==> src/rtl/multi_data_sync.sv <==
// Multi-channel enable-qualified bus synchronizer with per-channel hold registers,
// round-robin delivery onto one shared output port, ack levels and sticky overrun flags.
module multi_data_sync #(
   parameter int unsigned NUM_STAGES  = 2,
   parameter int unsigned BUS_WIDTH   = 8,
   parameter int unsigned NUM_CH      = 4,
   parameter int unsigned TOGGLE_MODE = 0,
   parameter int unsigned CH_W        = (NUM_CH > 1) ? $clog2(NUM_CH) : 1
) (
   input  logic                          CLK,
   input  logic                          RST,
   input  logic [NUM_CH*BUS_WIDTH-1:0]   unsync_bus,
   input  logic [NUM_CH-1:0]             bus_enable,
   input  logic [NUM_CH-1:0]             ovr_clr,
   output logic [BUS_WIDTH-1:0]          sync_bus,
   output logic [CH_W-1:0]               sync_ch,
   output logic                          enable_pulse,
   output logic [NUM_CH-1:0]             ack,
   output logic [NUM_CH-1:0]             overrun
);

   logic [NUM_CH-1:0]    meta_q [NUM_STAGES];
   logic [NUM_CH-1:0]    sync;
   logic [NUM_CH-1:0]    prev_q;
   logic [NUM_CH-1:0]    evt;
   logic [NUM_CH-1:0]    pend_q;
   logic [NUM_CH-1:0]    ack_q;
   logic [NUM_CH-1:0]    ovr_q;
   logic [BUS_WIDTH-1:0] hold_q [NUM_CH];
   logic [CH_W-1:0]      rr_q;
   logic [CH_W-1:0]      idx;
   logic [CH_W-1:0]      gnt_idx;
   logic                 gnt_valid;
   logic [NUM_CH-1:0]    gnt_oh;
   logic [BUS_WIDTH-1:0] sync_bus_q;
   logic [CH_W-1:0]      sync_ch_q;
   logic                 pulse_q;

   assign sync = meta_q[NUM_STAGES-1];
   assign evt  = (TOGGLE_MODE != 0) ? (sync ^ prev_q) : (sync & ~prev_q);

   // Cyclic search for the first pending channel at or after the round-robin pointer.
   always_comb begin
      gnt_valid = 1'b0;
      gnt_idx   = '0;
      idx       = '0;
      for (int i = 0; i < int'(NUM_CH); i++) begin
         idx = CH_W'((32'(rr_q) + 32'(i)) % NUM_CH);
         if (!gnt_valid && pend_q[idx]) begin
            gnt_valid = 1'b1;
            gnt_idx   = idx;
         end
      end
      gnt_oh = '0;
      if (gnt_valid) gnt_oh[gnt_idx] = 1'b1;
   end

   always_ff @(posedge CLK or posedge RST) begin
      if (RST) begin
         for (int s = 0; s < int'(NUM_STAGES); s++) meta_q[s] <= '0;
         for (int c = 0; c < int'(NUM_CH); c++) hold_q[c] <= '0;
         prev_q     <= '0;
         pend_q     <= '0;
         ack_q      <= '0;
         ovr_q      <= '0;
         rr_q       <= '0;
         sync_bus_q <= '0;
         sync_ch_q  <= '0;
         pulse_q    <= 1'b0;
      end else begin
         meta_q[0] <= bus_enable;
         for (int s = 1; s < int'(NUM_STAGES); s++) meta_q[s] <= meta_q[s-1];
         prev_q  <= sync;
         pulse_q <= gnt_valid;
         if (gnt_valid) begin
            sync_bus_q <= hold_q[gnt_idx];
            sync_ch_q  <= gnt_idx;
            rr_q       <= (gnt_idx == CH_W'(NUM_CH - 1)) ? '0 : CH_W'(gnt_idx + 1'b1);
         end
         for (int c = 0; c < int'(NUM_CH); c++) begin
            // An occupied, ungranted slot keeps its oldest word and drops the new one.
            if (evt[c] && !(pend_q[c] && !gnt_oh[c])) begin
               hold_q[c] <= unsync_bus[c*BUS_WIDTH +: BUS_WIDTH];
            end
            pend_q[c] <= evt[c] | (pend_q[c] & ~gnt_oh[c]);
            ovr_q[c]  <= (evt[c] & pend_q[c] & ~gnt_oh[c]) | (ovr_q[c] & ~ovr_clr[c]);
            if (TOGGLE_MODE != 0) begin
               if (gnt_oh[c]) ack_q[c] <= ~ack_q[c];
            end else begin
               if (gnt_oh[c])    ack_q[c] <= 1'b1;
               else if (!sync[c]) ack_q[c] <= 1'b0;
            end
         end
      end
   end

   assign sync_bus     = sync_bus_q;
   assign sync_ch      = sync_ch_q;
   assign enable_pulse = pulse_q;
   assign ack          = ack_q;
   assign overrun      = ovr_q;

endmodule

==> config.mk <==
export PLATFORM = sky130hd
export DESIGN_NAME = multi_data_sync
export DESIGN_NICKNAME = d
export VERILOG_FILES = /design/src/rtl/multi_data_sync.sv
export SDC_FILE = /design/constraint.sdc
export NUM_CORES = 1
export LEC_CHECK = 0
export ABC_AREA = 1
export CORE_MARGIN = 2
export CORE_UTILIZATION = 45
export CTS_BUF_LIST = sky130_fd_sc_hd__clkbuf_8
export DETAILED_ROUTE_END_ITERATION = 10
export PLACE_DENSITY = 0.76
export SYNTH_ARGS = -nofsm -noshare
export SYNTH_HDL_FRONTEND = slang
export SYNTH_SLANG_ARGS = --single-unit
==> constraint.sdc <==
create_clock -name CLK -period 2.15 [get_ports CLK]
set_input_delay 0.3225 -clock CLK [delete_from_list [all_inputs] [get_ports CLK]]
set_output_delay 0.3225 -clock CLK [all_outputs]
set_load 0.1 [all_outputs]
# Word-level counts from Yosys, hierarchy flattened
# Index checks and enable logic that the tools add are counted.
# W data, S select, Z words.
[word_totals]
inputBits = 42
ff_bits = 69
out_inout_bits = 19
word_cells = 122
[op_classes]
n_eq_ne = 5
n_addsub = 4
bitwise_logic = 35
reduce_logical = 23
mux = 31
order_cmp = 7
[op_table]
columns = ["cell", "n"]
rows = [
  ["$mux W1", 17],
  ["$and A1 B1 Y1", 16],
  ["$bmux W8 S2", 1],
  ["$mux W8", 2],
  ["$lt A2 B3 Y1 const B", 5],
  ["$logic_and A1 B1 Y1", 12],
  ["$logic_not A1 Y1", 11],
  ["$mux W2", 5],
  ["$bmux W1 S2", 4],
  ["$ne A2 B1 Y1 const B", 4],
  ["$not A1 Y1", 8],
  ["$or A1 B1 Y1", 8],
  ["$add A2 B1 Y2 const B", 2],
  ["$add A2 B2 Y2 const B", 2],
  ["$and A4 B4 Y4", 1],
  ["$mux W4", 1],
  ["$not A4 Y4", 1],
  ["$ge A3 B3 Y1 const B", 1],
  ["$not A2 Y3", 1],
  ["$demux W1 S2", 1],
  ["$eq A2 B2 Y1 const B", 1],
  ["$ge A2 B1 Y1 const B", 1],
]

# Depth between registers and ports, before layout
# Gate-level depths: netlist (run 1).
[depth]
depth_word = 21
ltp_mapped = 19
mapped_depth_nobuf = 16

# Worst setup path after synthesis (run 1)
# Ideal clock, no wire load.
[synth_path]
kind = "register to register"
startpoint = "reg rr_q[0]"
endpoint = "reg hold_q[9] (netlist bit)"
stages_incl_launch_ff = 18
n_path_buf = 4
required_ns = 2.029
period_less_slack_ns = 2.169
setup_time_ns = 0.121
t_arrival_ns = 2.048
path_slack_ns = -0.019
cell_sequence = "dfrtp_1 buf_6 inv_6 nand2_1 nand3_1 nand2_1 nor2_4 nand3_4 nand3_2 buf_6 buf_12 ha_1 nand2_2 nand2_2 nand2_4 buf_6 nor2_1 a21oi_1"
[synth_between]
elab_chain_cells = 21
word_cells_on_any_way = 35
classes_between = "add/sub (3); order compare (2); mux (19); reduce/logical (11)"
[synth_lines]
columns = ["item", "line", "text"]
rows = [
  ["start: declaration", "30", "logic [CH_W-1:0] rr_q;"],
  ["start signal: assignment", "78", "rr_q <= (gnt_idx == CH_W'(NUM_CH - 1)) ? '0 : CH_W'(gnt_idx + 1'b1);"],
  ["branches (longest 16 deep; another with $lt A2 B3 Y1)", "n/a", ""],
  ["$mux W4 *", "55", "if (gnt_valid) gnt_oh[gnt_idx] = 1'b1;"],
  ["$logic_not A1 Y1 *", "82", "if (evt[c] && !(pend_q[c] && !gnt_oh[c])) begin"],
  ["$logic_and A1 B1 Y1 *", "82", ""],
  ["$logic_not A1 Y1 *", "82", ""],
  ["$logic_and A1 B1 Y1 *", "82", ""],
  ["end signal: indexed assignment", "83", "hold_q[c] <= unsync_bus[c*BUS_WIDTH +: BUS_WIDTH];"],
  ["end: declaration", "29", "logic [BUS_WIDTH-1:0] hold_q [NUM_CH];"],
]
# Every way passes the cells marked *. The select of a mux whose other input is x is not followed.
# A chain may end at the register's enable or synchronous reset.

# Worst setup path in the final report (run 1)
[layout_path]
startpoint = "reg rr_q[0]"
endpoint = "reg hold_q[19] (netlist bit)"
[layout_between]
elab_chain_cells = 21
word_cells_on_any_way = 35
classes_between = "add/sub (3); order compare (2); mux (19); reduce/logical (11)"
[layout_lines]
columns = ["item", "line", "text"]
rows = [
  ["branches (longest 11 deep; another with $add A2 B1 Y2)", "n/a", ""],
  ["$mux W2 *", "49", "if (!gnt_valid && pend_q[idx]) begin"],
  ["named net gnt_idx[0]", "32", "logic [CH_W-1:0] gnt_idx;"],
  ["$lt A2 B3 Y1 (not written as such) / $ge A2 B1 Y1 (equally long branches)", "55", ""],
  ["$logic_and A1 B1 Y1 (not written as such)", "55", ""],
  ["$mux W1 (not written as such)", "55", ""],
  ["$demux W1 S2 *", "55", ""],
  ["$mux W4 *", "55", ""],
  ["$logic_not A1 Y1 *", "82", ""],
  ["$logic_and A1 B1 Y1 *", "82", ""],
  ["$logic_not A1 Y1 *", "82", ""],
  ["$logic_and A1 B1 Y1 *", "82", ""],
]
# Mark *: on every way through the listed nets, which the timed path passes. The select of a mux whose other input is x is not followed.

==> results.toml, run 1 <==
[placed_design]
dp_hpwl_um = 5090
globalplace.congestion = 0.832
numPortBuffers = 60
place_inst = 529

[route]
antenna_violating_nets_post_route = 0
drt_pre_antenna_iters = 4
drt-wirelength-per-cell_um = 14.1
drt_iter0_drc = 170
route.final.wire_length_um = 8020
remaining_drc_errors = 0
drt-vias-per-instance = 4.93
routed-via-count = 2796

[grt]
grt_use_total = 0.197
grt_first_pass_wirelength_um = 11600
initial_antenna_violation_count = 0
grt_start_max_net_pins = 28
grt_pass1_vias = 2578
overflow = 0

[timing]
final_period_minus_worst_setup_slack_ps = 2220
post-route-period-util = 1.03
clock-skew-final_ps = 9.91
setup_viol = 25
setup_tns_ps = -625
slew_violations = 0
worstMarginPinSlew_ps = 919
timing.fmax_mhz = 451
grt_setup_unrepaired = "yes"
timing.max_slew.rel_slack = 0.385
final.setup.worst_slack_ps = -68.8
timing.final.hold_violations = 0

[cts]
tritoncts = "done"
tritoncts.num_buffers = 9
worstSkewPairLatency_ps = 350
clock_sink_count = 69
clock_tree.buffer_depth = 2
post_cts_hold_buffer_count = 0
path_clk_slew_ps = 80
clock_tree.htree_level_count = 3
clockRootBuffer = "clkbuf_8"

[yosys]
synthTopCellsByArea = "dfrtp_1 (55%), nand2_1 (14%), nand3_1 (4.9%)"
synth.ff_latch_count = 69
post_synth_inst_count = 359
netlist_area_mm2 = 0.00316
synth_seq_area_share = 0.546
net_count_after_synthesis = 405
postSynthAreaPerCell_um2 = 8.80
synth_largest_type_area_fraction = 0.546
synth.yosys.warnings = 0
netlist.top_cell.by_area = "dfrtp_1"
synth_cell_type_count = 23

[finish]
finish.net_count = 512
layout-drive-gt1-share = 0.376
area.growth.synth_to_final_pct = 48.9
final_cell_count_no_fill = 567
antennaDiodeCount = 0
finalCoreUtilization = 0.693

[critical_path]
critical_path.cell_chain = "clkinv_4, buf_6, nand2_1, nand2_1, nand2_1, nand2_1, nand2_2, nand2_2, nand2_2, nand3_4, inv_4, ha_4, nand2_4, nand2_8, nand2_8, nor2_4, a21oi_2"
cp_slowest_stage_delay_ps = 450
critPathCaptureType = "flip-flop"
worstSetupStartpointType = "flip-flop"
critical_path.most_common_cell = "nand2_1"
worst-endpoint-required_ps = 2390
slowest_cp_cell = "dfrtp_2"
top_fanout_value_on_the_critical_path = 8
timing_worst_setup_path_type = "reg2reg"
worst_path_arrival_ps = 2460

[job]
maxCapViolations = 0

[hold_path]
hold_path.class = "in2async"

[status]
failing_checks = "setup timing"
outcome = "finished with violations"

[floorplan]
die_width_um = 87.8
placeableCoreArea_mm2 = 0.00679
fp.dieArea_mm2 = 0.00771
die_height_um = 87.8
ioPinCount = 61
core.rowCount = 30
initial_utilization = 0.465
-- flip-flops by register name, indices dropped and copies added, names as in the netlist --
signal        count
sync_bus          8
hold_q           32
sync_ch           2
enable_pulse      1
sync              4
overrun           4
ack               4
prev_q            4
rr_q              2
pend_q            4
meta_q            4
-- cell type report --
| class | count | area (µm²) |
|---|---|---|
| multi-input cells | 243 | 1600 |
| fillers | 492 | 2090 |
| clock buffers | 11 | 151 |
| well taps | 96 | 120 |
| inverters | 44 | 175 |
| repair buffers | 99 | 897 |
| flip-flops and latches | 69 | 1730 |
| clock inverters | 5 | 33.8 |
-- timing repair --
action,4_1_cts,5_1_grt
buffers inserted,3,14
cloned,1,4
endpoints found under the setup margin,36,39
resized for setup,10,101
pin swaps,4,25
-- synth_stat cells, drive strengths merged --
library cell and n:
a21oi 19, buf 8, dfrtp 69, ha 4, inv 44, nand2 132, nand3 34, nand4 4
nor2 28, o211ai 5, o21ai 8, o22ai 4
-- critical path, delay by kind of cell, from the launching register on --
family                   cells  cell delay, ps
AO/OA/AOI/OAI                1              40
flip-flops                   1             450
buffers and inverters        3             360
adder cells (fa/ha/maj)      1             140
AND/OR/NAND/NOR             12            1090
-- per-layer routing --
layer | track usage | share of wire
met5 | 0 | 0
met4 | 0.0615 | 0.019
met3 | 0.0641 | 0.052
met2 | 0.317 | 0.51
met1 | 0.253 | 0.42
-- cell usage in the layout (no fill, tap or decap), drive strengths merged --
cell	Yosys	final
nand3	34	34
nand4	4	4
a21oi	19	19
clkdlybuf4s50	0	41
nor2	28	28
clkbuf	0	11
clkinvlp	0	2
o21ai	8	8
o211ai	5	5
buf	8	58
nand2	132	137
clkinv	0	3
dfrtp	69	69
ha	4	4
o22ai	4	4
inv	44	44
-- worst paths after layout --
kind                                      from                     end  slack (ps)  cells after the start
max                        rr_q[0]$_DFFE_PP0N_  hold_q[19]$_DFFE_PP0P_         -70                     17
min                                        RST      ack[0]$_DFFE_PP0P_         330                      2
max reg2reg                rr_q[0]$_DFFE_PP0N_  hold_q[19]$_DFFE_PP0P_         -70                     17
min reg2reg                meta_q[6]$_DFF_PP0_       sync[2]$_DFF_PP0_         340                      0
max in group asynchronous                  RST   hold_q[2]$_DFFE_PP0P_        1290                      3
min in group CLK           meta_q[6]$_DFF_PP0_       sync[2]$_DFF_PP0_         340                      0
-- metrics by stage --
| step | hold slack (ps) | setup slack [ps] | instance area, µm² |
|---|---|---|---|
| 6_report | 329 | -68.8 | 4710 |
| 5_1_grt | 362 | -224 | 4710 |
| 4_1_cts | 338 | 5.88 | 4180 |
| 3_5_place_dp | 338 | -151 | 3940 |
| 3_3_place_gp | 334 | -44.1 | 3940 |
| 2_1_floorplan | 331 | 5.65 | 3160 |
-- logic make-up (layout without fill, tap and decap cells) --
| logic type | Yosys count | in the layout | share of synthesized area |
|---|---|---|---|
| compound gates | 36 | 36 | 0.0705 |
| simple gates | 198 | 203 | 0.285 |
| flops | 69 | 69 | 0.546 |
| fa+ha+maj | 4 | 4 | 0.0158 |
| buf+inv | 52 | 159 | 0.0823 |
Power of run 1 is left out: the tool's default activity adds up to more than one toggle a clock period on the data nets, which glitch-free logic cannot reach.
==> inputs of run 2 (changes only) <==
--- a/config.mk
+++ b/config.mk
@@ -7,10 +7,10 @@
 export LEC_CHECK = 0
 export ABC_AREA = 1
 export CORE_MARGIN = 2
-export CORE_UTILIZATION = 45
+export CORE_UTILIZATION = 48
 export CTS_BUF_LIST = sky130_fd_sc_hd__clkbuf_8
 export DETAILED_ROUTE_END_ITERATION = 10
-export PLACE_DENSITY = 0.76
+export PLACE_DENSITY = 0.8
 export SYNTH_ARGS = -nofsm -noshare
 export SYNTH_HDL_FRONTEND = slang
 export SYNTH_SLANG_ARGS = --single-unit
==> results.toml, run 2 (synthesized netlist as in run 1, its figures left out) <==
[floorplan]
ioPinCount = 61
initial_utilization = 0.498
fp.dieArea_mm2 = 0.00725
placeableCoreArea_mm2 = 0.00635
core.rowCount = 29
die_width_um = 85.1
die_height_um = 85.1

[finish]
layout-drive-gt1-share = 0.377
area.growth.synth_to_final_pct = 48.6
max_flop_register = "hold_q"
finish.net_count = 505
final_cell_count_no_fill = 541
antennaDiodeCount = 0
layout_common_cells = "nand2_1 (91), dfrtp_1 (65), buf_4 (43)"
final_common_cell = "nand2_1"
final_cell_area_mm2 = 0.00470
flip_flop_count_of_the_largest_register_all_copies_and_words_added = 32

[critical_path]
worst-endpoint-required_ps = 2390
critical_path.cell_chain = "buf_6, nand2_2, nand2_2, nand2_2, nand2_2, nor2_4, nand3_2, nand3_2, nand2_4, inv_4, ha_4, nand2_4, nand2_8, nand2_8, nor2_4, a21oi_1"
top_fanout_value_on_the_critical_path = 8
worst_path_arrival_ps = 2480
critical_path.most_common_cell = "nand2_2"
slowest_cp_cell = "dfrtp_2"
cp_slowest_stage_delay_ps = 480
worstSetupStartpointType = "flip-flop"
critPathCaptureType = "flip-flop"
reg2reg_setup_slack_ps = -90
timing_worst_setup_path_type = "reg2reg"

[grt]
overflow = 0
grt_start_max_net_pins = 32
initial_antenna_violation_count = 0
grt_use_total = 0.215
grt_pass1_vias = 2725
grt_first_pass_wirelength_um = 12100

[placed_design]
dp_hpwl_um = 5230
dp_worst_setup_slack_ps = -226
numPortBuffers = 60
placed_area_mm2 = 0.00391
globalplace.congestion = 0.823
place_inst = 509

[cts]
path_clk_slew_ps = 80
tritoncts.num_buffers = 9
post_cts_hold_buffer_count = 0
tritoncts = "done"
worstSkewPairLatency_ps = 350
clock_sink_count = 69
clockRootBuffer = "clkbuf_8"
clock_tree.buffer_depth = 2
clock_tree.htree_level_count = 3

[job]
maxCapViolations = 0

[timing]
hold_slack_ps = 302
timing.final.hold_violations = 0
grt_setup_unrepaired = "yes"
final_period_minus_worst_setup_slack_ps = 2240
post-route-period-util = 1.04
setup_viol = 20
timing.fmax_mhz = 446
final.setup.worst_slack_ps = -92.7
clock-skew-final_ps = 10.1
timing.max_slew.rel_slack = 0.111
worstMarginPinSlew_ps = 1330
slew_violations = 0

[route]
met2RoutedLength_um = 4760
route.met3.wl_um = 491
wl_met1_um = 3270
antenna_violating_nets_post_route = 0
drt_iter0_drc = 299
drt-wirelength-per-cell_um = 16.2
remaining_drc_errors = 0
route.final.wire_length_um = 8770
routed-via-count = 2854
highest-signal-layer = "met4"
drt_pre_antenna_iters = 5
drt-vias-per-instance = 5.28

[status]
failing_checks = "setup timing"
outcome = "finished with violations"

[hold_path]
hold_path.class = "in2async"
==> run 2: worst paths after layout <==
check	to	startpoint	depth (start not counted)
min	meta_q[4]$_DFF_PP0_	RST	2
max in group asynchronous	rr_q[0]$_DFFE_PP0N_	RST	3
max reg2reg	hold_q[12]$_DFFE_PP0P_	rr_q[0]$_DFFE_PP0N_	16
min in group CLK	sync[3]$_DFF_PP0_	meta_q[7]$_DFF_PP0_	0
min reg2reg	sync[3]$_DFF_PP0_	meta_q[7]$_DFF_PP0_	0
max	hold_q[12]$_DFFE_PP0P_	rr_q[0]$_DFFE_PP0N_	16
==> run 2: cell type report <==
type	instances	area, µm²
Clock buffer	12	165
Sequential cell	69	1730
Timing Repair Buffer	92	858
Clock inverter	4	53.8
Fill cell	443	1650
Multi-Input combinational cell	243	1620
Inverter	44	175
Tap cell	77	96.3
==> run 2: layer usage <==
metal  global-route usage  vias up
met4               0.0808        0
li1                     -     1333
met3               0.0584       25
met1                0.259     1391
met5                    0        -
met2                0.371      105
==> run 2: timing repair <==
item | in CTS | in global routing
endpoints found under the setup margin | 37 | 40
pin swaps | 7 | 26
gates resized for setup | 17 | 89
cloned | 0 | 5
setup buffers | 5 | 6
==> run 2: metrics by stage <==
| step | setup TNS [ps] | utilization |
|---|---|---|
| after detailed placement | -3500 | 0.615 |
| after CTS | -1.68 | 0.666 |
| after floorplan | 0 | - |
| after global placement | -318 | 0.615 |
| after global routing | -3400 | 0.740 |
| final | -645 | 0.740 |
==> run 2: worst max-delay path: cells and delay by family, from the launching register on <==
| kind | cells | cell delay (ps) |
|---|---|---|
| AOI/OAI and AO/OA | 1 | 50 |
| adders and majority gates | 1 | 160 |
| buffers and inverters | 2 | 250 |
| DFF | 1 | 480 |
| and+or+nand+nor | 12 | 1170 |
Power of run 2 is left out for the same reason.
==> inputs of run 3 (changes only) <==
==> constraint.sdc (replaced) <==
create_clock -name CLK -period 2.15 [get_ports CLK]
set_input_delay 0.43 -clock CLK [delete_from_list [all_inputs] [get_ports CLK]]
set_output_delay 0.43 -clock CLK [all_outputs]
set_load 0.1 [all_outputs]
==> results.toml, run 3 (synthesized netlist as in run 1, its figures left out) <==
[status]
outcome = "finished with violations"
failing_checks = "setup timing"

[cts]
clock_sink_count = 69
clock_tree.buffer_depth = 2
tritoncts.num_buffers = 9
tritoncts = "done"
path_clk_slew_ps = 80
post_cts_hold_buffer_count = 0
clock_tree.htree_level_count = 3
clockRootBuffer = "clkbuf_8"
worstSkewPairLatency_ps = 350

[finish]
layout_common_cells = "nand2_1 (100), dfrtp_1 (67), clkdlybuf4s50_1 (41)"
layout-drive-gt1-share = 0.352
flip_flop_count_of_the_largest_register_all_copies_and_words_added = 32
area.growth.synth_to_final_pct = 47.5
finish.net_count = 499
layout.filler_cells = 424
final_common_cell = "nand2_1"
max_flop_register = "hold_q"
antennaDiodeCount = 0

[placed_design]
dp_hpwl_um = 4870
numPortBuffers = 60
globalplace.congestion = 0.797
dp_worst_setup_slack_ps = -168

[route]
drt-wirelength-per-cell_um = 15.3
drt_iter0_drc = 179
routed-via-count = 2781
antenna_violating_nets_post_route = 0
drt-vias-per-instance = 5.20
drt_pre_antenna_iters = 4
route.final.wire_length_um = 8160
remaining_drc_errors = 0

[critical_path]
reg2reg_setup_slack_ps = -50
worst-endpoint-required_ps = 2380
worst_path_arrival_ps = 2430
worstSetupStartpointType = "flip-flop"
top_fanout_value_on_the_critical_path = 8
timing_worst_setup_path_type = "reg2reg"
critPathCaptureType = "flip-flop"

[grt]
grt_start_max_net_pins = 30
grt_first_pass_wirelength_um = 11900
grt_use_total = 0.213
overflow = 0
initial_antenna_violation_count = 0
grt_pass1_vias = 2586

[floorplan]
fp.dieArea_mm2 = 0.00725
die_height_um = 85.1
ioPinCount = 61
core.rowCount = 29
initial_utilization = 0.498
placeableCoreArea_mm2 = 0.00635
die_width_um = 85.1

[timing]
timing.final.hold_violations = 0
worstMarginPinSlew_ps = 879
post-route-period-util = 1.02
timing.fmax_mhz = 455
timing.max_slew.rel_slack = 0.412
final_period_minus_worst_setup_slack_ps = 2200
slew_violations = 0
setup_tns_ps = -357
grt_setup_unrepaired = "yes"
setup_viol = 16
final.setup.worst_slack_ps = -49.9
clock-skew-final_ps = 10.3

[hold_path]
hold_path.class = "reg2reg"

[job]
maxCapViolations = 0
-- run 3: cell type report --
class / instances / area [µm²] / share of cell area
flip-flops and latches: 69 / 1730 / 0.371
multi-input cells: 242 / 1580 / 0.339
repair buffers: 86 / 806 / 0.173
inverters: 44 / 179 / 0.0384
clock inverters: 7 / 145 / 0.0311
clock buffers: 9 / 124 / 0.0266
well taps: 77 / 96.3 / 0.0207
repair inverters: 1 / 5.00 / 0.00107
-- run 3: stage by stage --
stage / hold slack, ps / cell area [µm²] / utilization / instances
after floorplan: 331 / 3160 / - / 359
after global placement: 332 / 3890 / 0.613 / 507
after detailed placement: 337 / 3890 / 0.613 / 507
after CTS: 355 / 4230 / 0.667 / 528
after global routing: 361 / 4660 / 0.734 / 535
final: 351 / 4660 / 0.734 / 535
-- run 3: path summary, 6_finish.rpt --
path,end,from,cells past startpoint
max,hold_q[14]$_DFFE_PP0P_,rr_q[0]$_DFFE_PP0N_,16
min,sync[1]$_DFF_PP0_,meta_q[5]$_DFF_PP0_,0
max reg2reg,hold_q[14]$_DFFE_PP0P_,rr_q[0]$_DFFE_PP0N_,16
min reg2reg,sync[1]$_DFF_PP0_,meta_q[5]$_DFF_PP0_,0
max in group asynchronous,hold_q[2]$_DFFE_PP0P_,RST,3
min in group asynchronous,meta_q[4]$_DFF_PP0_,RST,2
-- run 3: what timing repair did --
item / 4_1_cts / 5_1_grt
endpoints found under the setup margin: 38 / 46
buffers inserted: 4 / 4
cloned: 1 / 4
pin swaps: 3 / 25
gates resized for setup: 9 / 89
-- run 3: worst max-delay path, cell delays in order (launching register included) --
cell and delay, ps:
dfrtp_2 480, clkinv_4 120, nand2_4 90, nand2_4 60, nand2_2 80, nand2_2 60, nor2_4 170, nand3_2 100
nand3_2 100, nand2_4 80, inv_4 90, ha_4 140, nand2_4 80, nand2_8 120, nand2_8 110, nor2_4 160
a21oi_2 30
-- run 3: layer usage --
metal	vias to the layer above	wire [µm]	GRT usage
met5	-	0	0
met4	0	178	0.0722
met3	17	472	0.0691
met2	93	4270	0.347
met1	1352	3240	0.268
li1	1319	-	-
Power of run 3 is left out for the same reason.
==> edit: new RTL, settings of run 1 <==
Set the parameter `BUS_WIDTH` to 10 (it was 8).
--- a/src/rtl/multi_data_sync.sv
+++ b/src/rtl/multi_data_sync.sv
@@ -4,3 +4,3 @@
    parameter int unsigned NUM_STAGES  = 2,
-   parameter int unsigned BUS_WIDTH   = 8,
+   parameter int unsigned BUS_WIDTH   = 10,
    parameter int unsigned NUM_CH      = 4,
Interface: changed (resized sync_bus and unsync_bus); port bits go from 61 to 71. No check against the original RTL was run, so the function may have changed too.
==> edit against run 1 <==
Worst hold slack improved by 0.025 ns; via count rose by 13%; setup slack improved by 0.21 ns; count of clock-buffer cells in the layout down 2; routed wire length up 7.0%; highest routed layer unchanged; core utilization decreased by 8.2 points; critical path type unchanged; design area rose by 0.82%; synthesized area up 15%; first-iteration DRC count down 29%; sequential cell count increased by 10; global-route usage rose by 1.0 points.
Power is not shown: default switching activity piles up to over one toggle a cycle in this logic, so the estimate is an artifact.
==> edit: results (changes against run 1) <==
| Metric | Value |
|---|---|
| DP HPWL | `6.19 mm (was 5.09 mm)` |
| Critical path endpoint | `hold_q[30]$_DFFE_PP0P_ (was hold_q[19]$_DFFE_PP0P_)` |
| NumNets Final | `588 (was 512)` |
| Clk slew on worst S/H paths | `0.08 ns (about the same)` |
| Antenna diodes | `0 (unchanged)` |
| CP arrival | `2.25 ns (was 2.46 ns)` |
| R2R Setup Slk | `0.15 ns (was -0.07 ns)` |
| Slew headroom | `0.445 (was 0.385)` |
| Yosys cell types | `21 (was 23)` |
| CP max stage delay | `0.46 ns` |
| Met1 Use GR | `0.277 (was 0.253)` |
| DR iter-0 viols | `121 (was 170)` |
| # port buffers | `70 (was 60)` |
| Most flop-heavy register | `hold_q (unchanged)` |
| Max reg flops | `40 (was 32)` |
| Share of cells above drive strength 1 | `0.168 (was 0.376)` |
| Vias in the first global route | `2999 (was 2578)` |
| Largest net degree at the start of global routing | `80 (was 28)` |
| FFs w/ async S/R, synth | `1.00 (unchanged)` |
| Hold Crit Class | `reg2reg (was in2async)` |
| Clock Path Buffers | `2 (unchanged)` |
| Delay-heaviest family, CP | `simple AND/OR/NAND/NOR gates (unchanged)` |
| Synth area leaders | `dfrtp_1 (54%), nand2_1 (25%), nand3_1 (4.8%), nand4_1 (3.6%), nand2_2 (2.4%) (was dfrtp_1 (55%), nand2_1 (14%), nand3_1 (4.9%), inv_1 (4.6%), a21oi_1 (3.0%))` |
| Synth top cells by count | `nand2_1 (245), dfrtp_1 (79), nand3_1 (35) (was nand2_1 (114), dfrtp_1 (69), inv_1 (39))` |
| Setup crit start | `rr_q[0]$_DFFE_PP0N_ (unchanged)` |
| Total GRT Usage | `0.207 (was 0.197)` |
| R2R depth | `14 (was 17)` |
| Worst skew pair latency | `0.35 ns (about the same)` |
| Sequential-to-total area share from yosys stat | `0.544 (was 0.546)` |
| Routed vias/inst | `4.90 (was 4.93)` |
| Antenna violation net count after detailed routing | `0 (unchanged)` |
| Mapped Nets | `507 (was 405)` |
| Initial antenna violation count | `0 (unchanged)` |
| Max H-tree Level | `3 (unchanged)` |
| Fill count | `692 (was 492)` |
| Num CTS Buffers | `9 (unchanged)` |
| Drt pass-1 iters | `4 (unchanged)` |
| Slowest-stage cell, CP | `dfrtp_2 (unchanged)` |
| Met2 Use GR | `0.333 (was 0.317)` |
| Root buf cell | `clkbuf_8 (unchanged)` |
| GR peak layer | `met2 (unchanged)` |
| Critical-path maximum fanout | `8 (unchanged)` |
| Placer Congestion | `0.805 (was 0.832)` |
| Final wirelength | `8.59 mm (was 8.02 mm)` |
| Status | `finished clean (was finished, violations left)` |
| First-pass GRT wire length | `14.1 mm (was 11.6 mm)` |
| Top_reg_cell synth | `dfrtp_1 (unchanged)` |
| GR met3 Demand/Resource | `0.0361 (was 0.0641)` |
| Synth Warn # | `0 (unchanged)` |
| Clock skew | `0.0122 ns (was 0.00991 ns)` |
edit: changes by cell type after synthesis, sizes merged, moves of 5 or more:
cell           run 1  this run
a21oi             19         2
buf                8        15
dfrtp             69        79
inv               44        27
nand2            132       259
nand4              4        21
nor2              28         5
o211ai             5         0
o21ai              8         3
edit: metal layers:
metal / wire [um] / vias up / part of all wire
met4: 166 / 0 / 0.019
li1: - / 1596 / -
met5: 0 / - / 0
met1: 3860 / 1482 / 0.45
met2: 4230 / 65 / 0.49
met3: 329 / 15 / 0.038
edit: area by class of cell:
| type | count | area (um^2) | share of cell area |
|---|---|---|---|
| tap | 102 | 128 | 0.0269 |
| timing repair buffer | 88 | 807 | 0.170 |
| inverter | 27 | 108 | 0.0227 |
| sequential | 79 | 1980 | 0.417 |
| multi-input combinational | 333 | 1510 | 0.318 |
| clock inverter | 7 | 88.8 | 0.0187 |
| clock buffer | 9 | 124 | 0.0261 |
edit: stage by stage:
step / worst slack [ns] / area, um^2 / hold WS (ns) / setup TNS [ns] / instances
after floorplan: 0.419 / 3640 / 0.331 / 0 / 457
after global placement: 0.0554 / 4420 / 0.334 / 0 / 623
after detailed placement: -0.0329 / 4420 / 0.342 / -0.249 / 623
after CTS: 0.0247 / 4640 / 0.360 / 0 / 639
after global routing: -0.0173 / 4750 / 0.363 / -0.0639 / 645
final: 0.145 / 4750 / 0.354 / 0 / 645
edit: cell families after synthesis:
group | after synthesis | synth area share
and+or+nand+nor | 323 | 0.381
DFF | 79 | 0.544
buffers and inverters | 46 | 0.0571
AOI/OAI and AO/OA | 9 | 0.0186
edit: worst min-delay path by stage:
stage	endpoint	start	slack (ns)	depth (start not counted)
finish	sync[3]$_DFF_PP0_	meta_q[7]$_DFF_PP0_	0.35	0
CTS	sync[3]$_DFF_PP0_	meta_q[7]$_DFF_PP0_	0.36	0
global placement	sync[0]$_DFF_PP0_	meta_q[4]$_DFF_PP0_	0.33	0
floorplan	sync[0]$_DFF_PP0_	meta_q[4]$_DFF_PP0_	0.33	0
global route	sync[3]$_DFF_PP0_	meta_q[7]$_DFF_PP0_	0.36	0
detailed placement	sync[0]$_DFF_PP0_	meta_q[4]$_DFF_PP0_	0.34	0
edit: worst reg2reg max path: stages, from the launching register on:
cell and delay, ns:
dfrtp_2 0.46, buf_4 0.15, nand2_1 0.07, nand2_2 0.07, nand2_1 0.08, nand2_1 0.08, nor2_4 0.13, nand4_1 0.16
nand2_4 0.13, inv_2 0.07, nand2_2 0.10, nand2_4 0.10, buf_6 0.15, nand3_1 0.08, nand2_1 0.06
edit: timing repair:
action / 4_1_cts / 5_1_grt
endpoints found under the setup margin: 19 / 49
cloned: 0 / 1
resized for setup: 2 / 20
pin swaps: 0 / 5
setup buffers: 0 / 5
hold endpoints to repair: 0 / 0
hold buffers: 0 / 0
